$ cat src/rtl/arb_pkg.sv
// Shared types for the round-robin arbiter: ownership FSM encoding and default width.
package arb_pkg;
  typedef enum logic {IDLE, OWN} arb_state_t;
  localparam int ARB_N_DEFAULT = 4;
endpackage

$ cat src/rtl/rr_pick.sv
// Rotating-priority pick: lowest requester at or above ptr, else lowest requester overall.
module rr_pick #(
  parameter int N = 4
) (
  input  logic [N-1:0]         req,
  input  logic [$clog2(N)-1:0] ptr,
  output logic [$clog2(N)-1:0] id,
  output logic                 valid
);
  localparam int IW = $clog2(N);

  logic [N-1:0] masked;

  always_comb begin
    masked = '0;
    for (int i = 0; i < N; i++) masked[i] = req[i] && (i >= int'(ptr));
  end

  // Descending scans so the last hit, i.e. the lowest index, wins.
  always_comb begin
    id    = '0;
    valid = |req;
    for (int i = N - 1; i >= 0; i--)
      if (req[i]) id = IW'(i);
    if (|masked)
      for (int i = N - 1; i >= 0; i--)
        if (masked[i]) id = IW'(i);
  end
endmodule

$ cat src/rtl/rr_arbiter.sv
// Registered round-robin arbiter with held ownership, hold limit and zero-bubble handover.
module rr_arbiter
  import arb_pkg::*;
#(
  parameter int N        = ARB_N_DEFAULT,
  parameter int MAX_HOLD = 8
) (
  input  logic                 clk,
  input  logic                 rst,
  input  logic [N-1:0]         req,
  input  logic                 done,
  output logic [N-1:0]         gnt,
  output logic [$clog2(N)-1:0] gnt_id,
  output logic                 gnt_valid
);
  localparam int IW        = $clog2(N);
  localparam int HW        = (MAX_HOLD > 0) ? $clog2(MAX_HOLD + 1) : 1;
  localparam int HOLD_LAST = (MAX_HOLD > 0) ? MAX_HOLD - 1 : 0;

  arb_state_t    state, state_nxt;
  logic [IW-1:0] ptr, ptr_nxt, id_nxt;
  logic [HW-1:0] hold_cnt, hold_nxt;
  logic          valid_nxt;
  logic [N-1:0]  gnt_nxt;

  logic [IW-1:0] idle_id, ho_id, ho_ptr;
  logic          idle_valid, ho_valid;
  logic [N-1:0]  ho_req;
  logic          hold_hit, rel;

  // The releasing owner is removed from the handover pick so it cannot win back-to-back.
  assign ho_req   = req & ~(N'(1) << gnt_id);
  assign ho_ptr   = (gnt_id == IW'(N - 1)) ? '0 : gnt_id + 1'b1;
  assign hold_hit = (MAX_HOLD != 0) && (hold_cnt == HW'(HOLD_LAST));
  assign rel      = done || !req[gnt_id] || hold_hit;

  rr_pick #(.N(N)) u_pick_idle (.req(req),    .ptr(ptr),    .id(idle_id), .valid(idle_valid));
  rr_pick #(.N(N)) u_pick_ho   (.req(ho_req), .ptr(ho_ptr), .id(ho_id),   .valid(ho_valid));

  always_comb begin
    state_nxt = state;
    ptr_nxt   = ptr;
    hold_nxt  = hold_cnt;
    id_nxt    = gnt_id;
    valid_nxt = gnt_valid;
    case (state)
      IDLE: begin
        if (idle_valid) begin
          state_nxt = OWN;
          id_nxt    = idle_id;
          valid_nxt = 1'b1;
          hold_nxt  = '0;
        end
      end
      OWN: begin
        if (!rel) begin
          if (hold_cnt != '1) hold_nxt = hold_cnt + 1'b1;
        end else begin
          ptr_nxt  = ho_ptr;
          hold_nxt = '0;
          if (ho_valid) begin
            id_nxt = ho_id;
          end else begin
            state_nxt = IDLE;
            id_nxt    = '0;
            valid_nxt = 1'b0;
          end
        end
      end
      default: begin
        state_nxt = IDLE;
        id_nxt    = '0;
        valid_nxt = 1'b0;
      end
    endcase
    gnt_nxt = valid_nxt ? (N'(1) << id_nxt) : '0;
  end

  always_ff @(posedge clk) begin
    if (rst) begin
      state     <= IDLE;
      ptr       <= '0;
      hold_cnt  <= '0;
      gnt       <= '0;
      gnt_id    <= '0;
      gnt_valid <= 1'b0;
    end else begin
      state     <= state_nxt;
      ptr       <= ptr_nxt;
      hold_cnt  <= hold_nxt;
      gnt       <= gnt_nxt;
      gnt_id    <= id_nxt;
      gnt_valid <= valid_nxt;
    end
  end
endmodule
$ cat config.mk
export PLATFORM = sky130hd
export DESIGN_NAME = rr_arbiter
export DESIGN_NICKNAME = d
export VERILOG_FILES = /design/src/rtl/arb_pkg.sv /design/src/rtl/rr_pick.sv /design/src/rtl/rr_arbiter.sv
export SDC_FILE = /design/constraint.sdc
export NUM_CORES = 1
export LEC_CHECK = 0
export CAP_MARGIN = 5
export CORE_MARGIN = 2
export CORE_UTILIZATION = 40
export DETAILED_ROUTE_END_ITERATION = 6
export HOLD_SLACK_MARGIN = 0.06
export PLACE_DENSITY = 0.69
export SLEW_MARGIN = 20
export SYNTH_ARGS = -nofsm -noshare
export SYNTH_HDL_FRONTEND = slang
export SYNTH_SLANG_ARGS = --single-unit
$ cat constraint.sdc
create_clock -name clk -period 2.38 [get_ports clk]
set_clock_uncertainty 0.15 [all_clocks]
set_input_delay 0.238 -clock clk [delete_from_list [all_inputs] [get_ports clk]]
set_output_delay 0.238 -clock clk [all_outputs]
set_load 0.02 [all_outputs]
==> metrics.txt <==
hold_ws=0.3709 ns; Async S/R FF share, synth=0%; post-synth top area share=31.42%; delay-heaviest family, CP=multiplexers; H-tree levels=1; Inserted Clock Buffers=3; Yosys warnings=0; Slew Viols, Final=0; initial core utilization=41.12%; type of origin of the critical path=register; Cell Chain, Critical Path=mux4_2 -> a31o_4 -> nor3b_2 -> or3_4 -> inv_2 -> and3_1; Post-route DRC=0; Post-synth EDFFs=0; chip height=51.23 um; die area=2624 sq um; RSZ-0062 raised after global routing=false; clock root cell=clkbuf_4; Peak Freq=0.4661 GHz; Placed Cells=147; pre-CTS setup slack=0.01091 ns; maximum fanout along the worst path=6; min Tclk post-route=2.145 ns; Sw Share=31.94%; I/O Buffers=13; power share of the sequential group=44.3%; CTS clock-pin slew for the worst setup and hold paths=0.08 ns; worst setup margin=0.2345 ns; initial antenna violation count=0; core area=2170 sq um; dpl hpwl=1571 um; GR Util All Layers=16.47%; drt first-iter violations=26; dpl cell area=1110 sq um; pin count of the biggest net entering global routing=10; 1st-pass router iterations=4; final hold vios=0; Layout Nets=137; area grow syn2layout=27.07%; Mapped Nets=113; status=finished clean; routability congestion estimate=0.8097; Unique masters post-synth=42; Clock Sinks=14; synthesized area per cell=8.921 sq um; clk_lat worst skew=0.27 ns; post-synth top area cell=dfxtp_1; TritonCTS clock tree=built; vias in the first global route=755; Setup Buffers After CTS=0; Mapped Cells=100; ys flop type=dfxtp_1; combinational group share of total power=34.3%; Internal=0.0004140 W; Finished Layout Cells=150; VDD IR-drop max=0.0003715 V; number of max-cap violations=0; Syn Std Cell Area=892.1 sq um; Antenna diodes=0; first-pass GRT wire length=3318 um; vias per cell=5.267; Bufs and invs on worst path=1; Largest stage delay, worst path=0.60 ns; Setup CP Type=register to register; Tightest Pin Transition=0.3502 ns; Ports=14; top cells by area, synth=dfxtp_1 31%, ha_1 8.4%, nor2_1 4.2%; post-synthesis register bit count=14; power share of the clock group=21.4%; CTS Buffer Depth=2; layout cells sized above 1=20.49%; Hold Path Class=register to register; crit end category=register; CP max stage cell=mux4_2; most frequent cells in the layout=13 x dfxtp_1, 13 x clkdlybuf4s50_1, 10 x nor2_1; GR Overflow Total=0; Rel. slew slack=76.44%; CP Data Required Time=2.40 ns; Setup violations, final=0; leakage power=0.4590 nW; post-route cell area=1134 sq um; NetSw=0.0001943 W; sequential share of the synthesized area=31.42%; Pwr Density=536.6 nW/um^2; die width=51.23 um; Routed Antenna Nets=0; Worst EP arrival=2.17 ns; via count of the routed design=790; cell row count=17; final WL=1969 um; total negative slack=0 ns; final period utilization=90.15%; DR WL/cell=13.13 um
[synthesized netlist by cell type (all sizes together) (2+ instances only)]
master / count
dfxtp: 14
inv: 10
nor2: 10
a21oi: 6
ha: 6
nand2: 6
nor2b: 5
nor3: 4
mux2i: 3
nor3b: 3
a211oi: 2
a31oi: 2
and4: 2
clkbuf: 2
nand4: 2
nor4: 2
o21ai: 2
o221ai: 2
or3: 2
[worst register-to-register path, stage by stage (launching register included)]
cell	delay (ns)
dfxtp_2	0.42
mux4_2	0.60
a31o_4	0.30
nor3b_2	0.21
or3_4	0.19
inv_2	0.04
and3_1	0.14
[final cells by class]
class,count,area [sq um]
fill,192,1036
multi-input combinational,74,566.8
sequential,14,281.5
timing repair buffer,21,190.2
inverter,10,37.54
tap,28,35.03
clock buffer,3,22.52
[power by group through the flow]
stage | combinational, W | clock, W | sequential, W
global placement | 0.000205 | 0 | 0.000274
detailed placement | 0.000208 | 0 | 0.000274
finish | 0.000209 | 0.000130 | 0.000269
global route | 0.000227 | 0.000143 | 0.000272
floorplan | 0.000114 | 0 | 0.000288
CTS | 0.000209 | 0.000132 | 0.000269
[logic make-up (layout without fill, tap and decap cells)]
| group | after synthesis | count (layout) | synth area share, % |
|---|---|---|---|
| buffers and inverters | 12 | 34 | 5.049 |
| multiplexers | 4 | 4 | 5.891 |
| flip-flops | 14 | 14 | 31.42 |
| adder cells (fa/ha/maj) | 6 | 6 | 8.415 |
| AND/OR/NAND/NOR | 43 | 43 | 28.89 |
| AO/OA/AOI/OAI | 21 | 21 | 20.34 |
[registers in the layout, summed over array words and instances, names as in the netlist]
signal	flops
gnt	4
hold_cnt	4
gnt_id	2
ptr	2
gnt_valid	1
state	1
[metrics by stage]
stage | utilization (%) | power, W
final | 52.25 | 0.0006083
after global routing | 52.25 | 0.0006424
after CTS | 52.19 | 0.0006102
after detailed placement | 51.15 | 0.0004826
after global placement | 51.15 | 0.0004784
after floorplan | - | 0.0004022
[per-layer routing]
| layer | wire length [um] | GRT usage, % |
|---|---|---|
| met2 | 921 | 27.27 |
| met4 | 25 | 6.579 |
| met3 | 60 | 2.047 |
| met1 | 961 | 21.70 |
| met5 | 0 | 0 |
[final timing paths]
| path | from | to | slack, ns | cells past startpoint |
|---|---|---|---|---|
| setup reg to reg | gnt_id[1] | gnt[0] | 0.23 | 6 |
| hold reg to reg | ptr[0] | ptr[0] | 0.37 | 2 |
| hold / removal | ptr[0] | ptr[0] | 0.37 | 2 |
| setup / recovery | gnt_id[1] | gnt[0] | 0.23 | 6 |
[repair_timing]
item | 4_1_cts | 5_1_grt
endpoints found under the setup margin | 0 | 1
hold buffers | 0 | 0
resized for setup | 0 | 1
No activity file was read; power rests on OpenSTA's default activity.
==> RTL change 1 (same settings) <==
`MAX_HOLD`: 8 -> 16.
--- a/src/rtl/rr_arbiter.sv
+++ b/src/rtl/rr_arbiter.sv
@@ -5,3 +5,3 @@
   parameter int N        = ARB_N_DEFAULT,
-  parameter int MAX_HOLD = 8
+  parameter int MAX_HOLD = 16
 ) (
Check against the original RTL: not equivalent (a bounded check fails within 10 cycles, from zero or initial values and one cycle with rst high).
==> RTL change 1 against the original RTL <==
- synthesized area increased by 3.5%
- final cell count rose by 10%
- total power increased by 8.6%
- count of clock-buffer cells in the layout up 1
- routed wire length rose by 17%
- sequential cell count up 1
- worst setup slack worse by 0.14 ns
- cell area increased by 17%
- critical endpoint unchanged
- largest cell class unchanged
- largest power group unchanged
==> RTL change 1: results (changes against the original RTL) <==
Status = finished, final reports clean
Post-synth net total = 118 (+4.4%)
Met1 WL = 913 um (-5.0%)
Reg2reg start = hold_cnt[0]
Internal = 452 uW (+9.2%)
Fin Hold WS = 0.330 ns (-0.0409 ns)
Placed cell count = 160 (+8.8%)
Leak = 0.537 nW (+17%)
Maximum vdd drop = 0.000361 V (-2.8%)
Total wire length = 2300 um (+17%)
Hold_sp = ptr[0]
Met3 Routed Length = 73 um (+22%)
GPL Wtd Cong = 0.813 (+0.42%)
Worst hold path class = register to register
Global-route wire length before repair = 3760 um (+13%)
Met2 Wirelength = 1260 um (+36%)
GR Util met3 = 0.0460 (+0.0255)
Async SR Flop Fraction = 0 (unchanged)
Seq pwr share = 0.424 (-0.019)
Cts bufs inserted = 3 (unchanged)
PortBufs = 13 (unchanged)
Combinational power = 239 uW (+14%)
Synth warnings = 0 (unchanged)
Worst reg-to-reg path cell count = 8 (+2)
Top Registers = hold_cnt: 5 flops, gnt: 4 flops
Largest net degree at the start of global routing = 12 (+2)
Post-route ant nets = 0 (unchanged)
Final HPWL DP = 1750 um (+11%)
Worst-path fanout max = 4 (-2)
Crit path max-delay cell type = or4b_4
Met2 GRT Util = 0.371 (+0.0986)
Vias in the first global route = 929 (+23%)
Grt met1 use = 0.179 (-0.0379)
Max H-tree Level = 1 (unchanged)
Synth cell count leaders = dfxtp_1, nor2_1, ha_1
Clock latency on the worst-skew pair = 0.28 ns
Sequential share of the synthesized area = 0.325 (+0.0110)
Avg WL per Cell = 13.9 um (+6.2%)
Switch Pwr = 208 uW (+7.3%)
Worst slack, placed = -0.0298 ns (-0.0407 ns)
Syn Inst Count = 103 (+3.0%)
Count of cell types in the netlist = 41 (-2.4%)
CP max stage delay = 0.55 ns (-0.05 ns)
Data arrival, critical path = 2.32 ns (+0.15 ns)
Slew of the pin with the lowest slew margin = 0.499 ns (+0.149 ns)
Share of layout cells above drive strength 1 = 0.307 (+0.102)
Top cells by area, synth = dfxtp_1, ha_1, nor2_1
Initial antenna violation count = 0 (unchanged)
FF-to-FF End = gnt[0]
GRT Total Usage = 0.188 (+0.0231)
Hold worst-path end = ptr[0]
Initial DRC count = 16 (-38%)
Placed standard-cell area = 1210 um^2 (+9.2%)
Worst-case register-to-register setup slack = 0.09 ns (-0.14 ns)
Fin nets = 153 (+12%)
Fill count = 203 (+5.7%)
Vias per cell = 5.45 (+3.6%)
[RTL change 1: changes by cell type in the layout (fill, tap and decap cells not counted), moves of 2 or more]
| cell | change |
|---|---|
| buf_4 | +10 |
| nand2_1 | -2 |
| a22oi_1 | +2 |
| or4b_4 | +2 |
| o221ai_1 | -2 |
| nor3_1 | -2 |
| inv_1 | -2 |
[RTL change 1: repair_timing]
item	in CTS	in global routing
pin swaps	4	6
setup buffers	1	0
setup endpoints to repair	4	9
resized for setup	4	13
[RTL change 1: worst max-delay path: cells and delay by family, from the launching register on]
family                     cells  cell delay [ns]
and+or+nand+nor                5             1.08
DFF                            1             0.34
adders and majority gates      2             0.32
AOI/OAI and AO/OA              1             0.31
[RTL change 1: kinds of logic after synthesis]
family	synth area share
AO/OA/AOI/OAI	0.187
adder cells (fa/ha/maj)	0.108
buffers and inverters	0.0325
flip-flops	0.325
multiplexers	0.0583
AND/OR/NAND/NOR	0.289
[RTL change 1: cell type report]
| type | count | area [um^2] | share of cell area |
|---|---|---|---|
| inverter | 7 | 26.3 | 0.0197 |
| sequential | 15 | 303 | 0.227 |
| multi-input combinational | 80 | 676 | 0.508 |
| clock buffer | 4 | 26.3 | 0.0197 |
| timing repair buffer | 31 | 265 | 0.199 |
| tap | 28 | 35.0 | 0.0263 |
[RTL change 1: worst max path at each step]
stage | slack [ns] | cells after the start | from | endpoint
after floorplan | 0.04 | 7 | gnt_id[0] | gnt[0]
after global routing | 0.03 | 8 | hold_cnt[0] | gnt[2]
after CTS | 0.006 | 8 | hold_cnt[0] | gnt[2]
final | 0.09 | 8 | hold_cnt[0] | gnt[0]
after detailed placement | -0.03 | 8 | hold_cnt[0] | gnt[1]
after global placement | 0.05 | 8 | hold_cnt[0] | gnt[2]
==> RTL change 2 (config.mk and constraints unchanged) <==
Made on the original files. Reset style: asynchronous (`rst`), changed in one clocked block.
--- a/src/rtl/rr_arbiter.sv
+++ b/src/rtl/rr_arbiter.sv
@@ -78,3 +78,3 @@
 
-  always_ff @(posedge clk) begin
+  always_ff @(posedge clk or posedge rst) begin
     if (rst) begin
Check against the original RTL: differs if rst is asserted again (counterexample within 4 cycles, from zero or initial values and one cycle with rst high); with rst held inactive, the same outputs for 10 cycles.
==> RTL change 2 against the original RTL <==
- core utilization fell by 0.65 points
- cell area is 1.7% higher
- global-route usage rose by 0.17 points
- via count is 6.8% higher
- worst setup slack better by 0.0047 ns
- count of clock-buffer cells in the layout up 1
- critical path type unchanged
- highest routed layer is now met3
- routed wire length rose by 1.9%
- sequential cell count did not move
- synthesized area grew 7.6%
Power is not compared: it rests on default switching activity, and its combinational part moved more than twofold at a synthesized area within 25%.
==> RTL change 2: results (changes against the original RTL) <==
Worst hold path class = input pin to asynchronous set/reset pin
Fill count = 211 (+9.9%)
GPL Wtd Cong = 0.860 (+6.3%)
Top Registers = gnt: 4 flops, hold_cnt: 4 flops
Sequential share of the synthesized area = 0.365 (+0.0509)
Ys flop type = dfrtp_1
Clock slew at reported path FFs = 0.08 ns (about the same)
Setup crit start = gnt_id[1]
GRT Total Usage = 0.166 (+0.00175)
Synth warnings = 0 (unchanged)
Slew headroom = 0.653 (-0.112)
Global-route wire length before repair = 3430 um (+3.3%)
Final HPWL DP = 1590 um (+1.4%)
PortBufs = 13 (unchanged)
Vias in the first global route = 812 (+7.5%)
Antenna diodes = 0 (unchanged)
Synth cell count leaders = dfrtp_1, nand2_1, a21oi_1, inv_1
First-pass detailed-route iteration total = 4 (unchanged)
Cts bufs inserted = 3 (unchanged)
Initial DRC count = 17 (-35%)
Top cells by area, synth = dfrtp_1, ha_1, a21oi_1
Placed cell count = 143 (-2.7%)
Post-synth net total = 115 (+1.8%)
Count of cell types in the netlist = 39 (-7.1%)
Max H-tree Level = 1 (unchanged)
Fin nets = 133 (-2.9%)
# resized after CTS = 0 (unchanged)
Setup bufs post-CTS = 0 (unchanged)
Initial antenna violation count = 0 (unchanged)
Clock Path Buffers = 2 (unchanged)
Placed standard-cell area = 1120 um^2 (+0.56%)
Maximum vdd drop = 0.000728 V
Clock latency on the worst-skew pair = 0.27 ns (about the same)
CTS Root Cell = clkbuf_4
Share of layout cells above drive strength 1 = 0.118 (-0.0873)
Internal = 732 uW
Status = finished, final reports clean
Leak = 0.536 nW
Largest net degree at the start of global routing = 15 (+5)
Worst-path fanout max = 8 (+2)
Syn Inst Count = 102 (+2.0%)
Total wire length = 2010 um (+1.9%)
Async SR Flop Fraction = 1.00 (+1.00)
Avg WL per Cell = 13.6 um (+4.0%)
Data arrival, critical path = 2.16 ns
Vias per cell = 5.74 (+9.0%)
## RTL change 2: cells by family (layout without fill, tap and decap cells)
| kind of cell | count (synthesis) | in the layout | synth area share |
|---|---|---|---|
| adder cells (fa/ha/maj) | 6 | 6 | 0.0782 |
| multiplexers | 3 | 3 | 0.0469 |
| flip-flops | 14 | 14 | 0.365 |
| buffers and inverters | 13 | 30 | 0.0756 |
| AND/OR/NAND/NOR | 34 | 34 | 0.193 |
| AO/OA/AOI/OAI | 32 | 32 | 0.241 |
## RTL change 2: worst paths after layout
path,cells past startpoint,slack (ns),end
min,2,0.14,state
max in group asynchronous,2,1.60,gnt_id[0]
max reg2reg,7,0.24,gnt[1]
max,7,0.24,gnt[1]
min in group clk,1,0.38,hold_cnt[0]
min reg2reg,1,0.38,hold_cnt[0]
## RTL change 2: layout make-up
type,count,area (um^2),area share
Timing Repair Buffer,17,160,0.139
Clock buffer,4,36.3,0.0315
Sequential cell,14,350,0.304
Inverter,9,33.8,0.0293
Tap cell,28,35.0,0.0304
Multi-Input combinational cell,75,537,0.466
## RTL change 2: worst max-delay path, stage by stage, from the launching register on
cell	delay, ns
dfrtp_1	0.49
inv_1	0.16
ha_1	0.17
nor2b_1	0.06
nor4_1	0.45
a21oi_1	0.16
a21boi_1	0.16
o211a_1	0.23
## RTL change 2: per-layer routing
metal  global-route usage  vias to the layer above  wire length [um]
li1                     -                      413                 -
met1                0.196                      412               912
met2                0.300                       19               997
met3               0.0593                        0                96
met4               0.0128                        0                 0
met5                    0                        -                 0
## RTL change 2: metrics by stage
stage | hold WS [ns] | setup WS, ns
global placement | 0.357 | 0.0615
finish | 0.139 | 0.239
global route | 0.196 | 0.0771
detailed placement | 0.375 | 0.0743
CTS | 0.158 | 0.239
floorplan | -0.0228 | 0.233
## RTL change 2: power by group through the flow
| stage | clock network, mW | logic, mW | registers (mW) |
|---|---|---|---|
| 3_5_place_dp | 0 | 0.671 | 0.422 |
| 6_report | 0.166 | 0.678 | 0.417 |
| 3_3_place_gp | 0 | 0.662 | 0.420 |
| 5_1_grt | 0.184 | 0.749 | 0.431 |
| 4_1_cts | 0.171 | 0.674 | 0.417 |
| 2_1_floorplan | 0 | 0.447 | 0.443 |
